--- config.mk ---
export PLATFORM = sky130hd
export DESIGN_NAME = rx_frame_ctrl
export DESIGN_NICKNAME = d
export VERILOG_FILES = /design/src/rtl/rx_frame_ctrl.sv
export SDC_FILE = /design/constraint.sdc
export NUM_CORES = 1
export LEC_CHECK = 0
export BUFFER_PORTS_ARGS = -buffer_cell sky130_fd_sc_hd__buf_2
export CORE_MARGIN = 2
export CORE_UTILIZATION = 56
export DETAILED_ROUTE_END_ITERATION = 10
export PLACE_DENSITY = 0.86
export SYNTH_ARGS = -nofsm -noshare
export SYNTH_HDL_FRONTEND = slang
export SYNTH_SLANG_ARGS = --single-unit
--- constraint.sdc ---
create_clock -name clock -period 4.5 [get_ports clock]
set_clock_uncertainty 0.1 [all_clocks]
set_input_delay 0.9 -clock clock [delete_from_list [all_inputs] [get_ports clock]]
set_output_delay 0.9 -clock clock [all_outputs]
set_load 0.05 [all_outputs]
--- src/rtl/rx_frame_ctrl.sv ---
// rx_frame_ctrl: oversampled serial frame receiver. It captures start, data,
// optional parity and stop bits, hands them to an external error checker for
// one clock, then delivers the byte together with the checker's verdict.
module rx_frame_ctrl #(
  parameter int OVERSAMPLE = 16
) (
  input  logic       clock,
  input  logic       reset_n,
  input  logic       baud_tick,
  input  logic       data_tx,
  input  logic [1:0] parity_type,
  input  logic [2:0] error_flag,
  output logic [7:0] raw_data,
  output logic       start_bit,
  output logic       parity_bit,
  output logic       stop_bit,
  output logic       recieved_flag,
  output logic [1:0] parity_type_lat,
  output logic [7:0] data_out,
  output logic [2:0] frame_error,
  output logic       data_valid,
  output logic       busy
);

  localparam int CW = $clog2(OVERSAMPLE);
  localparam logic [CW-1:0] FULL_LAST = CW'(OVERSAMPLE - 1);
  localparam logic [CW-1:0] HALF_LAST = CW'(OVERSAMPLE / 2 - 1);

  typedef enum logic [2:0] {
    IDLE,
    START,
    DATA,
    PARITY,
    STOP,
    CHECK,
    REPORT
  } state_e;

  state_e        state_q, state_d;
  logic [CW-1:0] tick_cnt_q, tick_cnt_d;
  logic [2:0]    bit_cnt_q, bit_cnt_d;
  logic [7:0]    raw_data_q, raw_data_d;
  logic          start_bit_q, start_bit_d;
  logic          parity_bit_q, parity_bit_d;
  logic          stop_bit_q, stop_bit_d;
  logic [1:0]    ptl_q, ptl_d;
  logic [7:0]    data_out_q, data_out_d;
  logic [2:0]    frame_error_q, frame_error_d;

  // State and datapath registers, cleared asynchronously so a reset aborts a frame at once
  always_ff @(posedge clock or negedge reset_n) begin
    if (!reset_n) begin
      state_q       <= IDLE;
      tick_cnt_q    <= '0;
      bit_cnt_q     <= '0;
      raw_data_q    <= '0;
      start_bit_q   <= 1'b0;
      parity_bit_q  <= 1'b0;
      stop_bit_q    <= 1'b0;
      ptl_q         <= '0;
      data_out_q    <= '0;
      frame_error_q <= '0;
    end else begin
      state_q       <= state_d;
      tick_cnt_q    <= tick_cnt_d;
      bit_cnt_q     <= bit_cnt_d;
      raw_data_q    <= raw_data_d;
      start_bit_q   <= start_bit_d;
      parity_bit_q  <= parity_bit_d;
      stop_bit_q    <= stop_bit_d;
      ptl_q         <= ptl_d;
      data_out_q    <= data_out_d;
      frame_error_q <= frame_error_d;
    end
  end

  // Next-state and datapath updates; counters only move on baud_tick
  always_comb begin
    state_d       = state_q;
    tick_cnt_d    = tick_cnt_q;
    bit_cnt_d     = bit_cnt_q;
    raw_data_d    = raw_data_q;
    start_bit_d   = start_bit_q;
    parity_bit_d  = parity_bit_q;
    stop_bit_d    = stop_bit_q;
    ptl_d         = ptl_q;
    data_out_d    = data_out_q;
    frame_error_d = frame_error_q;

    case (state_q)
      IDLE: begin
        if (baud_tick && !data_tx) begin
          state_d    = START;
          tick_cnt_d = '0;
          bit_cnt_d  = '0;
          ptl_d      = parity_type;
        end
      end

      START: begin
        if (baud_tick) begin
          if (tick_cnt_q == HALF_LAST) begin
            tick_cnt_d = '0;
            if (data_tx) begin
              state_d = IDLE;
            end else begin
              start_bit_d = 1'b0;
              state_d     = DATA;
            end
          end else begin
            tick_cnt_d = tick_cnt_q + CW'(1);
          end
        end
      end

      DATA: begin
        if (baud_tick) begin
          if (tick_cnt_q == FULL_LAST) begin
            tick_cnt_d = '0;
            raw_data_d = {data_tx, raw_data_q[7:1]};
            bit_cnt_d  = bit_cnt_q + 3'd1;
            if (bit_cnt_q == 3'd7) begin
              if (ptl_q == 2'b01 || ptl_q == 2'b10) begin
                state_d = PARITY;
              end else begin
                parity_bit_d = 1'b0;
                state_d      = STOP;
              end
            end
          end else begin
            tick_cnt_d = tick_cnt_q + CW'(1);
          end
        end
      end

      PARITY: begin
        if (baud_tick) begin
          if (tick_cnt_q == FULL_LAST) begin
            tick_cnt_d   = '0;
            parity_bit_d = data_tx;
            state_d      = STOP;
          end else begin
            tick_cnt_d = tick_cnt_q + CW'(1);
          end
        end
      end

      STOP: begin
        if (baud_tick) begin
          if (tick_cnt_q == FULL_LAST) begin
            tick_cnt_d = '0;
            stop_bit_d = data_tx;
            state_d    = CHECK;
          end else begin
            tick_cnt_d = tick_cnt_q + CW'(1);
          end
        end
      end

      // Checker result is taken while the frame fields are held stable, so
      // data_out/frame_error are already valid in the cycle data_valid is high.
      CHECK: begin
        data_out_d    = raw_data_q;
        frame_error_d = error_flag;
        state_d       = REPORT;
      end

      REPORT: begin
        state_d = IDLE;
      end

      default: begin
        state_d = IDLE;
      end
    endcase
  end

  assign raw_data        = raw_data_q;
  assign start_bit       = start_bit_q;
  assign parity_bit      = parity_bit_q;
  assign stop_bit        = stop_bit_q;
  assign parity_type_lat = ptl_q;
  assign data_out        = data_out_q;
  assign frame_error     = frame_error_q;
  assign recieved_flag   = (state_q == CHECK);
  assign data_valid      = (state_q == REPORT);
  assign busy            = (state_q != IDLE);

endmodule

=== After elaboration in Yosys (flattened, before gate mapping) ===
Cells that the tools add are included.

* Logic and storage cells: 80
* Output and inout bits: 27
* Register bits after elaboration: 33

* Equality and inequality tests: 23
* Add/sub/neg operators: 2
* Reduce and logical (&&, ||, !) cells: 16
* Muxes and demuxes: 30

{| class="wikitable"
|+ Operator list
! cell !! count
|-
| $mux 3 || 14
|-
| $ne 2x2->1 const B || 11
|-
| $mux 4 || 5
|-
| $pmux 3 s6 || 1
|-
| $eq 3x3->1 const B || 4
|-
| $pmux 4 s3 || 1
|-
| $reduce_and 10->1 || 1
|-
| $reduce_and 4->1 || 2
|-
| $reduce_and 7->1 || 1
|-
| $eq 3x2->1 const B || 2
|-
| $mux 1 || 6
|-
| $pmux 3 s2 || 1
|-
| $reduce_and 3->1 || 2
|-
| $reduce_bool 3->1 || 2
|-
| $add 4x1->4 const B || 1
|-
| $eq 4x3->1 const B || 1
|-
| $eq 4x4->1 const B || 1
|-
| $reduce_bool 2->1 || 2
|-
| $add 3x1->3 const B || 1
|-
| $eq 3x1->1 const B || 1
|-
| $logic_not 3->1 || 1
|-
| $reduce_or 3->1 || 1
|-
| $eq 2x1->1 const B || 1
|-
| $eq 2x2->1 const B || 1
|-
| 7 further kinds || 7
|}

=== Longest topological paths before layout ===
* Depth after elaboration: 7
* Mapped depth: 6

=== Worst setup path before layout ===
Ideal clock, no wire load.

* Kind: register to output
* Start: register state_q[1]
* End: output port data_valid
* Path slack: 1,713 ps
* Arrival time: 1,787 ps
* Data required time: 3,500 ps
* Path buffers: 1
* Cell stages (with the launch flop): 4
* Cells stage by stage: dfrtp_1 > clkbuf_1 > inv_1 > nor3_1

* Longest elaborated chain between the ends: 1

{| class="wikitable"
|+ RTL lines
! element !! RTL line !! text
|-
| start: declaration || 39 || <nowiki>state_e state_q, state_d;</nowiki>
|-
| start signal: assignment || 64 || <nowiki>state_q <= state_d;</nowiki>
|-
| $eq 3x3->1 || 186 || <nowiki>assign data_valid = (state_q == REPORT);</nowiki>
|-
| end: declaration || 21 || <nowiki>output logic data_valid,</nowiki>
|}

No other way between the ends.

=== Worst setup path in the final report ===
* Start: register state_q[0]
* End: output port recieved_flag

* Longest elaborated chain between the ends: 1

{| class="wikitable"
|+ RTL lines
! element !! RTL line !! text
|-
| $eq 3x3->1 || 185 || <nowiki>assign recieved_flag = (state_q == CHECK);</nowiki>
|-
| end: declaration || 17 || <nowiki>output logic recieved_flag,</nowiki>
|}

No other way between the ends.

==> key figures <==
Outcome
  – Outcome: complete, no violations

Logic synthesis
  – Multiplexer share of the synthesized area: 17.8%
  – Post-synthesis net count: 143
  – Number of synthesized flops with an enable pin: 0
  – Simple-Gate Fraction of Synth Area: 10.3%
  – XOR/XNOR Fraction of Synth Area: 1.12%
  – Post-synthesis adder-cell area fraction: 2.40%
  – Seq/Total Area, Yosys: 52.8%
  – Area fraction in compound gates after synthesis: 11.0%
  – Top FF cell, synth: dfrtp_1
  – Cell Area, Synth: 1560 um2
  – Cell variety after synth: 39
  – Syn_area_per_cell: 11.9 um2
  – Synth Warn #: 0
  – Async set-reset flop share out of synthesis: 100%
  – Synthesized instance count: 131
  – Largest family of logic cells by synthesized area: multiplexers
  – Seq cells post-synth: 33

STA
  – Setup TNS: 0 ns
  – Tcrit/Tclk final: 68.7%
  – Worst slew pin tran: 0.768 ns
  – Max-slew violations: 0
  – Final Hold Fails: 0
  – Max-slew headroom: 48.4%
  – Final min period: 3.09 ns
  – Final Setup Violations: 0
  – Fmax achieved: 324 MHz
  – RSZ-0062 raised after global routing: false

Setup path
  – Critical Path AT: 2.09 ns
  – Crit-path max FO: 14
  – Req. time, crit path: 3.50 ns
  – Worst setup SP type: register
  – Crit. End Element: output pin
  – WS Path Type: register to output pin

Clock tree
  – CTS tree: built
  – H-Tree Level Count: 2
  – Root buffer cell: clkbuf_4
  – Post-CTS setup buffers: 0
  – Clock-pin slew on the worst setup and hold paths: 0.10 ns
  – Max clock buf depth: 2
  – Clk_lat worst skew: 0.34 ns
  – Clock Sinks: 33
  – CTS resizes: 0
  – CTS Hold Bufs: 0
  – Clock buffer count from CTS: 5

Floorplanning
  – Die Y-Extent: 56.8 um
  – Core Area: 2710 um2
  – IO Pins: 36
  – Die Width: 56.8 um
  – Initial core utilization: 57.7%
  – Die area: 3230 um2
  – Row Count: 19

Final layout
  – Ant diodes: 0
  – Share of cells above drive strength 1: 41.2%
  – Nets: 176
  – Area Overhead vs Synth: 14.2%
  – Commonest non-fill, non-tap cell in the layout: buf_2
  – Fillers: 211
  – Most frequent cells in the layout: buf_2 (34), dfrtp_1 (33), mux2_2 (22), nand2_1 (8), o21ai_0 (6)
  – Register Area: 826 um2
  – Footprint of the multi-input gates: 669 um2
  – Final core utilization: 65.9%

Global routing
  – First-pass GRT wire length: 5090 um
  – Vias in the first global route: 1076
  – Total Routing Usage GR: 21.0%
  – Initial antenna violation count: 0
  – Largest net degree at the start of global routing: 34
  – Grt total ovfl: 0

Routing
  – Remaining antenna violation count after routing: 0
  – Drt initial violations: 36
  – Routed wire per std cell: 16.2 um
  – Detailed-route via count: 1173
  – Pre-Repair DR Iteration Count: 4
  – DRC errors left: 0
  – Final wirelength: 3170 um
  – Vias per cell: 5.98

Power and ir drop
  – Pwr dens: 469 nW/um2
  – Static Leak: 0.975 nW
  – Peak supply drop: 414 uV

Run
  – Max-cap violations: 0

Placed design
  – GP Congestion: 0.952
  – HPWL after DPL: 2360 um
  – Port buffer count: 34

Hold path
  – Worst hold-check path type: register to register
==> Yosys cell counts, types with 3 or more instances <==
cell type | number | area share (%)
dfrtp_1 | 33 | 53
mux2_2 | 22 | 16
nand2_1 | 8 | 1.9
o21ai_0 | 6 | 1.9
inv_1 | 5 | 1.2
nor2_1 | 5 | 1.2
buf_2 | 4 | 1.3
nand3_1 | 4 | 1.3
o2111ai_1 | 4 | 2.2
clkbuf_1 | 3 | 0.72
ha_1 | 3 | 2.4
==> worst max-delay path: stages (launching register included) <==
cell and delay, ns:
dfrtp_1 0.60, nor2b_1 0.38, nand2_1 0.38, inv_1 0.12, buf_2 0.27
==> report_power, final <==
part           leakage (nW)  switching [W]  internal, W
combinational         0.504       0.000181     0.000105
sequential            0.440      0.0000590     0.000334
clock                0.0310       0.000101    0.0000588
total                 0.975       0.000340     0.000498
==> logic make-up (layout without fill, tap and decap cells) <==
| family | Yosys count | count (layout) |
|---|---|---|
| flip-flops | 33 | 33 |
| other | 1 | 1 |
| adder cells (fa/ha/maj) | 3 | 3 |
| buffers and inverters | 14 | 48 |
| multiplexers | 24 | 24 |
| AO/OA/AOI/OAI | 23 | 23 |
| AND/OR/NAND/NOR | 31 | 31 |
| XOR/XNOR | 2 | 2 |
==> worst paths after layout <==
kind,slack (ns),depth (start not counted),to,start
min in group asynchronous,0.49,1,tick_cnt_q[2],reset_n
worst min-delay path,0.41,1,data_out[7],data_out[7]
worst max register to register,2.15,6,raw_data[2],tick_cnt_q[1]
worst min register to register,0.41,1,data_out[7],data_out[7]
max in group asynchronous,3.34,1,state_q[1],reset_n
worst max-delay path,1.41,4,recieved_flag,state_q[0]
==> metrics by stage <==
step | cell area [um2] | total power, W | cells | hold WS [ns] | setup WS [ns]
finish | 1790 | 0.000838 | 196 | 0.410 | 1.41
global placement | 1730 | 0.000664 | 188 | 0.385 | 1.80
global route | 1790 | 0.000885 | 196 | 0.419 | 1.24
CTS | 1790 | 0.000839 | 196 | 0.411 | 1.43
floorplan | 1560 | 0.000615 | 131 | 0.370 | 1.71
detailed placement | 1730 | 0.000679 | 188 | 0.387 | 1.68
==> layout make-up <==
class,instances,share of cell area (%)
clock buffers,5,2.10
clock inverters,3,0.981
inverters,5,1.05
multi-input cells,84,37.5
flip-flops and latches,33,46.3
well taps,31,2.17
repair buffers,35,9.95
==> sequential cells by signal, summed over array words and instances (netlist names) <==
name	flops
state_q	3
data_out	8
tick_cnt_q	4
bit_cnt_q	3
frame_error	3
stop_bit	1
parity_type_lat	2
parity_bit	1
raw_data	8
==> layer usage <==
metal  vias to the layer above  routed length (um)  GRT usage [%]  share of wire, %
li1                        536                   -              -                 -
met1                       567                1320           26.0                42
met2                        61                1540           33.7                49
met3                         9                 245           7.37               7.7
met4                         0                  62           8.31               2.0
met5                         -                   0              0                 0
Power figures use the tool's default switching activity.
